===== config.mk =====
export PLATFORM = sky130hd
export DESIGN_NAME = lfsr_prbs_gen_flat
export DESIGN_NICKNAME = d
export VERILOG_FILES = /design/src/rtl/lfsr_prbs_gen_if.sv /design/src/rtl/lfsr_prbs_gen.sv /design/src/flat_wrapper.sv
export SDC_FILE = /design/constraint.sdc
export NUM_CORES = 1
export LEC_CHECK = 0
export ABC_AREA = 1
export CAP_MARGIN = 20
export CORE_MARGIN = 2
export CORE_UTILIZATION = 44
export DETAILED_ROUTE_END_ITERATION = 8
export PLACE_DENSITY = 0.84
export SLEW_MARGIN = 20
export SYNTH_ARGS = -nofsm -noshare
export SYNTH_HDL_FRONTEND = slang
export SYNTH_SLANG_ARGS = --single-unit

===== constraint.sdc =====
create_clock -name CLOCK_50 -period 1.7 [get_ports CLOCK_50]
set_clock_uncertainty 0.15 [all_clocks]
set_input_delay 0.255 -clock CLOCK_50 [delete_from_list [all_inputs] [get_ports CLOCK_50]]
set_output_delay 0.255 -clock CLOCK_50 [all_outputs]
set_load 0.01 [all_outputs]

===== src/rtl/lfsr_prbs_gen_if.sv =====
// Signal bundle between the PRBS generator and its controller/display consumer.
// Latency: none (wires only).
// Backpressure: none; the consumer must take every valid pulse as it comes.
// LFSR_PERIOD_CNT_EN adds the step_cnt / period_done observation signals.
interface lfsr_prbs_gen_if #(
    parameter int LFSR_BITS = 16
);
    // Controls into the generator
    logic                 tick;
    logic                 run_key_n;
    logic                 step_key_n;
    logic                 load;
    logic [LFSR_BITS-1:0] seed_in;

    // Results out of the generator
    logic [LFSR_BITS-1:0] prbs;
    logic                 valid;
    logic                 running;
    logic                 zero_fix;
`ifdef LFSR_PERIOD_CNT_EN
    logic [LFSR_BITS-1:0] step_cnt;
    logic                 period_done;
`endif

    // Controller side: drives keys/strobes/seed, observes the generator
    modport master (
        output tick,
        output run_key_n,
        output step_key_n,
        output load,
        output seed_in,
`ifdef LFSR_PERIOD_CNT_EN
        input  step_cnt,
        input  period_done,
`endif
        input  prbs,
        input  valid,
        input  running,
        input  zero_fix
    );

    // Generator side
    modport slave (
        input  tick,
        input  run_key_n,
        input  step_key_n,
        input  load,
        input  seed_in,
`ifdef LFSR_PERIOD_CNT_EN
        output step_cnt,
        output period_done,
`endif
        output prbs,
        output valid,
        output running,
        output zero_fix
    );
endinterface


===== src/rtl/lfsr_prbs_gen.sv =====
// Fibonacci LFSR word generator with RUN/STOP control, key stepping and seed load.
// Latency: strobe -> new prbs + valid next cycle; raw key edge -> event applied 3 cycles later.
// Backpressure: none; every update is presented for exactly one cycle with valid.
// Optional feature macro: LFSR_PERIOD_CNT_EN (step counter and period_done pulse).
module lfsr_prbs_gen #(
    parameter int                   LFSR_BITS = 16,
    parameter logic [LFSR_BITS-1:0] TAPS      = 16'hB400,
    parameter logic [LFSR_BITS-1:0] SEED      = 16'h0001
) (
    input  logic           CLOCK_50,
    input  logic           rst_n,
    lfsr_prbs_gen_if.slave bus
);

    typedef enum logic {
        ST_STOP = 1'b0,
        ST_RUN  = 1'b1
    } state_t;

    localparam logic [LFSR_BITS-1:0] CNT_ONE = {{(LFSR_BITS-1){1'b0}}, 1'b1};

    // ------------------------------------------------------------------
    // Key conditioning
    // [0] and [1] form the 2-FF synchroniser, [2] holds the previous
    // synchronised level so a falling edge (press) gives a 1-cycle event.
    // Preset to all-ones so a released key never produces an event on reset.
    // ------------------------------------------------------------------
    logic [2:0] run_sync_q,  run_sync_d;
    logic [2:0] step_sync_q, step_sync_d;
    logic       run_ev;
    logic       step_ev;

    // Shift the raw key levels through the synchroniser chains
    always_comb begin
        run_sync_d  = {run_sync_q[1:0],  bus.run_key_n};
        step_sync_d = {step_sync_q[1:0], bus.step_key_n};
    end

    // Synchroniser and edge-history registers
    always_ff @(posedge CLOCK_50 or negedge rst_n) begin
        if (!rst_n) begin
            run_sync_q  <= 3'b111;
            step_sync_q <= 3'b111;
        end else begin
            run_sync_q  <= run_sync_d;
            step_sync_q <= step_sync_d;
        end
    end

    // Press = previous level high, current synchronised level low
    assign run_ev  = run_sync_q[2]  & ~run_sync_q[1];
    assign step_ev = step_sync_q[2] & ~step_sync_q[1];

    // ------------------------------------------------------------------
    // RUN/STOP FSM
    // ------------------------------------------------------------------
    state_t state_q, state_d;
    logic   adv_req;
    logic   run_st;

    // State register
    always_ff @(posedge CLOCK_50 or negedge rst_n) begin
        if (!rst_n) begin
            state_q <= ST_STOP;
        end else begin
            state_q <= state_d;
        end
    end

    // Next state: a run press toggles, load never changes the state
    always_comb begin
        state_d = state_q;
        case (state_q)
            ST_STOP: if (run_ev) state_d = ST_RUN;
            ST_RUN:  if (run_ev) state_d = ST_STOP;
            default: state_d = ST_STOP;
        endcase
    end

    // Outputs: which strobe is allowed to advance the LFSR in each state
    always_comb begin
        adv_req = 1'b0;
        run_st  = 1'b0;
        case (state_q)
            ST_STOP: begin
                adv_req = step_ev;
                run_st  = 1'b0;
            end
            ST_RUN: begin
                adv_req = bus.tick;
                run_st  = 1'b1;
            end
            default: begin
                adv_req = 1'b0;
                run_st  = 1'b0;
            end
        endcase
    end

    // ------------------------------------------------------------------
    // LFSR datapath
    // ------------------------------------------------------------------
    logic [LFSR_BITS-1:0] prbs_q,  prbs_d;
    logic                 valid_q, valid_d;
    logic                 zfix_q,  zfix_d;
    logic [LFSR_BITS-1:0] lfsr_nxt;
    logic [LFSR_BITS-1:0] load_val;
    logic                 seed_zero;
    logic                 do_load;
    logic                 do_adv;

    // Feedback is the parity of the tapped bits, shifted in at the LSB.
    // An all-zero load is replaced by SEED so the register never locks up.
    always_comb begin
        lfsr_nxt  = {prbs_q[LFSR_BITS-2:0], ^(prbs_q & TAPS)};
        seed_zero = (bus.seed_in == '0);
        load_val  = seed_zero ? SEED : bus.seed_in;
        do_load   = bus.load;
        do_adv    = adv_req & ~bus.load;
    end

    // Next value: load wins over a same-cycle advance
    always_comb begin
        prbs_d  = prbs_q;
        valid_d = 1'b0;
        zfix_d  = 1'b0;
        if (do_load) begin
            prbs_d  = load_val;
            valid_d = 1'b1;
            zfix_d  = seed_zero;
        end else if (do_adv) begin
            prbs_d  = lfsr_nxt;
            valid_d = 1'b1;
        end
    end

    // LFSR state and the single-cycle status pulses
    always_ff @(posedge CLOCK_50 or negedge rst_n) begin
        if (!rst_n) begin
            prbs_q  <= SEED;
            valid_q <= 1'b0;
            zfix_q  <= 1'b0;
        end else begin
            prbs_q  <= prbs_d;
            valid_q <= valid_d;
            zfix_q  <= zfix_d;
        end
    end

    assign bus.prbs     = prbs_q;
    assign bus.valid    = valid_q;
    assign bus.zero_fix = zfix_q;
    assign bus.running  = run_st;

`ifdef LFSR_PERIOD_CNT_EN
    // ------------------------------------------------------------------
    // Period observation: counts advances since the last load and flags
    // the advance that brings the register back to the loaded value.
    // ------------------------------------------------------------------
    logic [LFSR_BITS-1:0] last_load_q, last_load_d;
    logic [LFSR_BITS-1:0] cnt_q,       cnt_d;
    logic                 pd_q,        pd_d;

    // Counter next state; wrap to zero at the end of the period
    always_comb begin
        last_load_d = last_load_q;
        cnt_d       = cnt_q;
        pd_d        = 1'b0;
        if (do_load) begin
            last_load_d = load_val;
            cnt_d       = '0;
        end else if (do_adv) begin
            if (lfsr_nxt == last_load_q) begin
                cnt_d = '0;
                pd_d  = 1'b1;
            end else begin
                cnt_d = cnt_q + CNT_ONE;
            end
        end
    end

    // Period counter registers
    always_ff @(posedge CLOCK_50 or negedge rst_n) begin
        if (!rst_n) begin
            last_load_q <= SEED;
            cnt_q       <= '0;
            pd_q        <= 1'b0;
        end else begin
            last_load_q <= last_load_d;
            cnt_q       <= cnt_d;
            pd_q        <= pd_d;
        end
    end

    assign bus.step_cnt    = cnt_q;
    assign bus.period_done = pd_q;
`endif

endmodule


===== src/flat_wrapper.sv =====
// flat-port wrapper written by rule: the top's interface ports become plain ports
module lfsr_prbs_gen_flat 
#(
    parameter int                   LFSR_BITS = 16,
    parameter logic [LFSR_BITS-1:0] TAPS      = 16'hB400,
    parameter logic [LFSR_BITS-1:0] SEED      = 16'h0001
)
  (CLOCK_50, rst_n, bus_tick, bus_run_key_n, bus_step_key_n, bus_load, bus_seed_in, bus_prbs, bus_valid, bus_running, bus_zero_fix);
  lfsr_prbs_gen_if #(.LFSR_BITS(LFSR_BITS)) bus_i ();
  input  logic CLOCK_50;
  input  logic rst_n;
  input wire logic [$bits(bus_i.tick)-1:0] bus_tick;
  input wire logic [$bits(bus_i.run_key_n)-1:0] bus_run_key_n;
  input wire logic [$bits(bus_i.step_key_n)-1:0] bus_step_key_n;
  input wire logic [$bits(bus_i.load)-1:0] bus_load;
  input wire logic [$bits(bus_i.seed_in)-1:0] bus_seed_in;
  output wire logic [$bits(bus_i.prbs)-1:0] bus_prbs;
  output wire logic [$bits(bus_i.valid)-1:0] bus_valid;
  output wire logic [$bits(bus_i.running)-1:0] bus_running;
  output wire logic [$bits(bus_i.zero_fix)-1:0] bus_zero_fix;
  assign bus_i.tick = bus_tick;
  assign bus_i.run_key_n = bus_run_key_n;
  assign bus_i.step_key_n = bus_step_key_n;
  assign bus_i.load = bus_load;
  assign bus_i.seed_in = bus_seed_in;
  assign bus_prbs = bus_i.prbs;
  assign bus_valid = bus_i.valid;
  assign bus_running = bus_i.running;
  assign bus_zero_fix = bus_i.zero_fix;
  lfsr_prbs_gen #(.LFSR_BITS(LFSR_BITS), .TAPS(TAPS), .SEED(SEED)) u_core (.CLOCK_50(CLOCK_50), .rst_n(rst_n), .bus(bus_i));
endmodule

* Word level (Yosys, flattened, before mapping)
Index checks and enable logic that the tools add are counted.
** Storage, ports and cells
- Output and inout bits :: 19
- Input port bits :: 22
- Bits in registers :: 25
- Word-level logic and storage cells :: 27
** Cells by class
- Multiplexer cells :: 11
- Bitwise gates (word level) :: 7
- Reductions and logical operators :: 3
** Operators with widths (number)
- $mux 16 :: 3
- $logic_not 16->1 :: 1
- $reduce_xor 16->1 :: 1
- $pmux 1 s2 :: 3
- $mux 1 :: 5
- $not 1->1 :: 4
- $and 1x1->1 :: 3
- $reduce_bool 2->1 :: 1

* Longest topological paths before layout
- Depth after elaboration :: 6
- Gate-level depth with buffers :: 8
- Depth with buffers taken out :: 8

* Least setup slack after synthesis
No wires, ideal clock.
- Path kind :: reg-to-reg
- Start point :: reg u_core.step_sync_q[1]
- End point :: reg u_core.prbs_q[8], in the netlist u_core.bus.prbs[8]
- Period minus slack after synthesis :: 1.281 ns
- Required time :: 1.425 ns
- Arrival time :: 1.006 ns
- Cell stages (with the launch flop) :: 6
- Buffers on the path :: 1
- Setup slack :: 0.419 ns
- Library setup time :: 0.125 ns
- Path through :: dfstp_2 nand3b_4 nand2_2 buf_6 o211ai_1 o21ai_2
** On the way
- Word-level cells in the longest chain between the ends :: 5
** RTL lines
- start: declaration :: line lfsr_prbs_gen.sv:29 : logic [2:0] step_sync_q, step_sync_d;
- start signal: assignment :: line lfsr_prbs_gen.sv:46 : step_sync_q <= step_sync_d;
- $not 1->1 :: line lfsr_prbs_gen.sv:52 : assign step_ev = step_sync_q[2] & ~step_sync_q[1];
- $and 1x1->1 :: line lfsr_prbs_gen.sv:52
- $pmux 1 s2 :: line lfsr_prbs_gen.sv:84 : case (state_q)
- $and 1x1->1 :: line lfsr_prbs_gen.sv:119 : do_adv = adv_req & ~bus.load;
- $reduce_bool 2->1 (no source line)
- end signal: assignment :: line lfsr_prbs_gen.sv:144 : prbs_q <= prbs_d;
- end: declaration :: line lfsr_prbs_gen.sv:103 : logic [LFSR_BITS-1:0] prbs_q, prbs_d;
Every way passes these cells.
A chain may end at the register's enable or synchronous reset.

* Worst setup path in the final report
- Start point :: reg u_core.prbs_q[11], in the netlist u_core.bus.prbs[11]
- End point :: out bus_prbs[11]
** RTL lines
- end: declaration :: line flat_wrapper.sv:17 : output wire logic [$bits(bus_i.prbs)-1:0] bus_prbs;
No word-level cell between the ends.

==> reports/metrics.csv <==
metric;value;unit
Sum Neg Setup Slack;0;ns
core footprint;2520;µm²
Compound-Gate Fraction of Synth Area;17.3;%
Pre-Repair DR Iteration Count;4;
fin nets;208;
sequential-to-total area share from yosys stat;52.9;%
Vias;1093;
cell taking the most area after synthesis;dfrtp_1;
post-synth net total;158;
CTS HTree Levels;1;
Finished Layout Cells;215;
Via-to-Cell Ratio;5.08;
Setup crit start kind;flip-flop;
layout cells sized above 1;14.6;%
GR peak layer;met2;
WL final;2630;µm
gr usage total;17.0;%
Post-Synthesis Cells;136;
CTS tree;done;
root buf cell;clkbuf_4;
first-pass GRT wire length;4270;µm
slew at the pin closest to its max-slew limit;0.300;ns
crit path buf inv count;1;
Cells after DPL;204;
met1 GRT Util;19.6;%
family with the most delay on the worst path;buffers and inverters;
largest net degree at the start of global routing;32;
crit share post-route;96.9;%
VDD IR-drop max;0.000736;V
number of global-route vias before repair;1064;
crit path max-delay cell type;clkdlybuf4s50_1;
Required @ worst endpoint;1.29;ns
gpl congestion;0.880;
largest family of logic cells by synthesized area;simple AND/OR/NAND/NOR gates;
CP arrival;1.24;ns
status;complete, no violations;
commonest non-fill, non-tap cell in the layout;clkdlybuf4s50_1;
Hold Slack;0.128;ns
clk_lat worst skew;0.31;ns
Die X;56.2;µm
CTS Sinks;25;
mux cell area share after synthesis;0;%
die area;3160;µm²
DR DRC count;0;
max_slew headroom;80.0;%
Avg Cell Area, Syn;8.82;µm²
initial antenna violation count;0;
die height;56.2;µm
number of library cell types mapped by synthesis;20;
pwr dens;1230;nW/µm²
P_leak;0.830;nW
TritonCTS buffer count;3;
post-layout minimum cycle time;1.65;ns
antenna cells;0;
WS Path Type;reg -> out;
gr ovfl total;0;
initial drt markers;37;
initial core utilization;47.6;%
Post-CTS Hold Fix Bufs;0;
Max FO, Critical Path;2;
port bufs;40;
RSZ-0062 raised after global routing;no;
max_cap viols;0;
Row Count;18;
wire per inst;12.3;µm
FMAX;607;MHz
#FFs+latches synth;25;
Syn-to-layout area delta;43.0;%
Post-Synth Simple-Gate Area;18.2;%
Synthesis Warnings;0;
Final ANT Viol Nets;0;
most frequent cells in the layout;clkdlybuf4s50_1, nand2_1, inv_1;
max-slew violations;0;
critical path, cell by cell;clkdlybuf4s50_1;
Final Hold Viols;0;
final setup fails;0;
Post-Synth Adder-Cell Area;0;%
total power;2.11;mW
top cell type's share of synthesized area;37.5;%
synthesized cell area;1200;µm²
M2 GR Usage;30.6;%
maximum clock insertion buffer count;2;
synth top area cells;dfrtp_1, dfstp_2, nand2_1;
CTS clk-pin slew, worst paths;0.13;ns
Ports;41;
Worst setup EP type;primary output;
CP peak stage delay;0.54;ns
Post-Synth XOR/XNOR Area;0.730;%
Worst Hold Class;in -> async;
met3 usage;2.56;%
Post-DP HPWL;1920;µm
Layout fillers;201;
==> state kept, by name (all words and copies together), names as in the netlist <==
signal / count
u_core.bus.prbs: 16
u_core.bus.zero_fix: 1
u_core.step_sync_q: 3
u_core.run_sync_q: 3
u_core.state_q: 1
u_core.bus.valid: 1
==> Yosys cell counts (all sizes together) <==
cell type  number
o211ai         15
nor3            1
inv            21
dfstp           7
dfrtp          18
clkbuf          1
buf             5
xor2            1
o21ai          15
nand3           4
a21oi           1
or2             1
nor2            8
nand2          36
a21boi          1
nand3b          1
==> routing by layer <==
layer / up-vias / wire (µm)
met3: 4 / 130
met1: 512 / 1030
met2: 39 / 1440
li1: 538 / -
met5: - / 0
met4: 0 / 26
==> final cells by class <==
cell class	instances	area [µm²]	area share (%)
Sequential cell	25	634	37.0
Timing Repair Buffer	51	502	29.2
Multi-Input combinational cell	84	435	25.4
Inverter	21	78.8	4.60
Tap cell	30	37.5	2.19
Clock buffer	3	22.5	1.31
Clock inverter	1	5.00	0.292
==> power by group <==
group / switching [mW] / total, mW / internal [mW]
registers: 0.0935 / 0.854 / 0.760
clock network: 0.170 / 0.257 / 0.0879
logic: 0.472 / 0.997 / 0.525
total: 0.735 / 2.11 / 1.37
==> kinds of logic after synthesis <==
group | count (synthesis)
AO/OA/AOI/OAI | 32
AND/OR/NAND/NOR | 51
buffers and inverters | 27
flip-flops | 25
XOR/XNOR | 1
==> final timing paths <==
path | startpoint | end | slack (ns) | cells past startpoint
setup / recovery | u_core.bus.prbs[11]$_DFFE_PN0P_ | bus_prbs[11] | 0.05 | 1
hold / removal | rst_n | u_core.bus.prbs[7]$_DFFE_PN0P_ | 0.13 | 2
setup reg to reg | u_core.state_q$_DFF_PN0_ | u_core.bus.prbs[10]$_DFFE_PN0P_ | 0.27 | 6
hold reg to reg | u_core.run_sync_q[0]$_DFF_PN1_ | u_core.run_sync_q[1]$_DFF_PN1_ | 0.22 | 0
max in group asynchronous | rst_n | u_core.bus.prbs[0]$_DFFE_PN1P_ | 0.99 | 2
min in group CLOCK_50 | bus_run_key_n | u_core.run_sync_q[0]$_DFF_PN1_ | 0.18 | 1
==> per-stage QoR <==
step	setup slack [ns]	utilization, %	area, µm²
global route	0.00214	68.0	1720
global placement	0.118	64.6	1630
detailed placement	0.0560	64.6	1630
CTS	0.0131	66.2	1670
floorplan	0.419	-	1200
finish	0.0531	68.0	1720
==> repair_timing <==
action                     4_1_cts  5_1_grt
setup endpoints to repair        3        6
gates resized for setup          1        3
gates cloned                     0        0
buffers inserted                 2        5
Note: power is estimated with default switching activity, not from simulation.
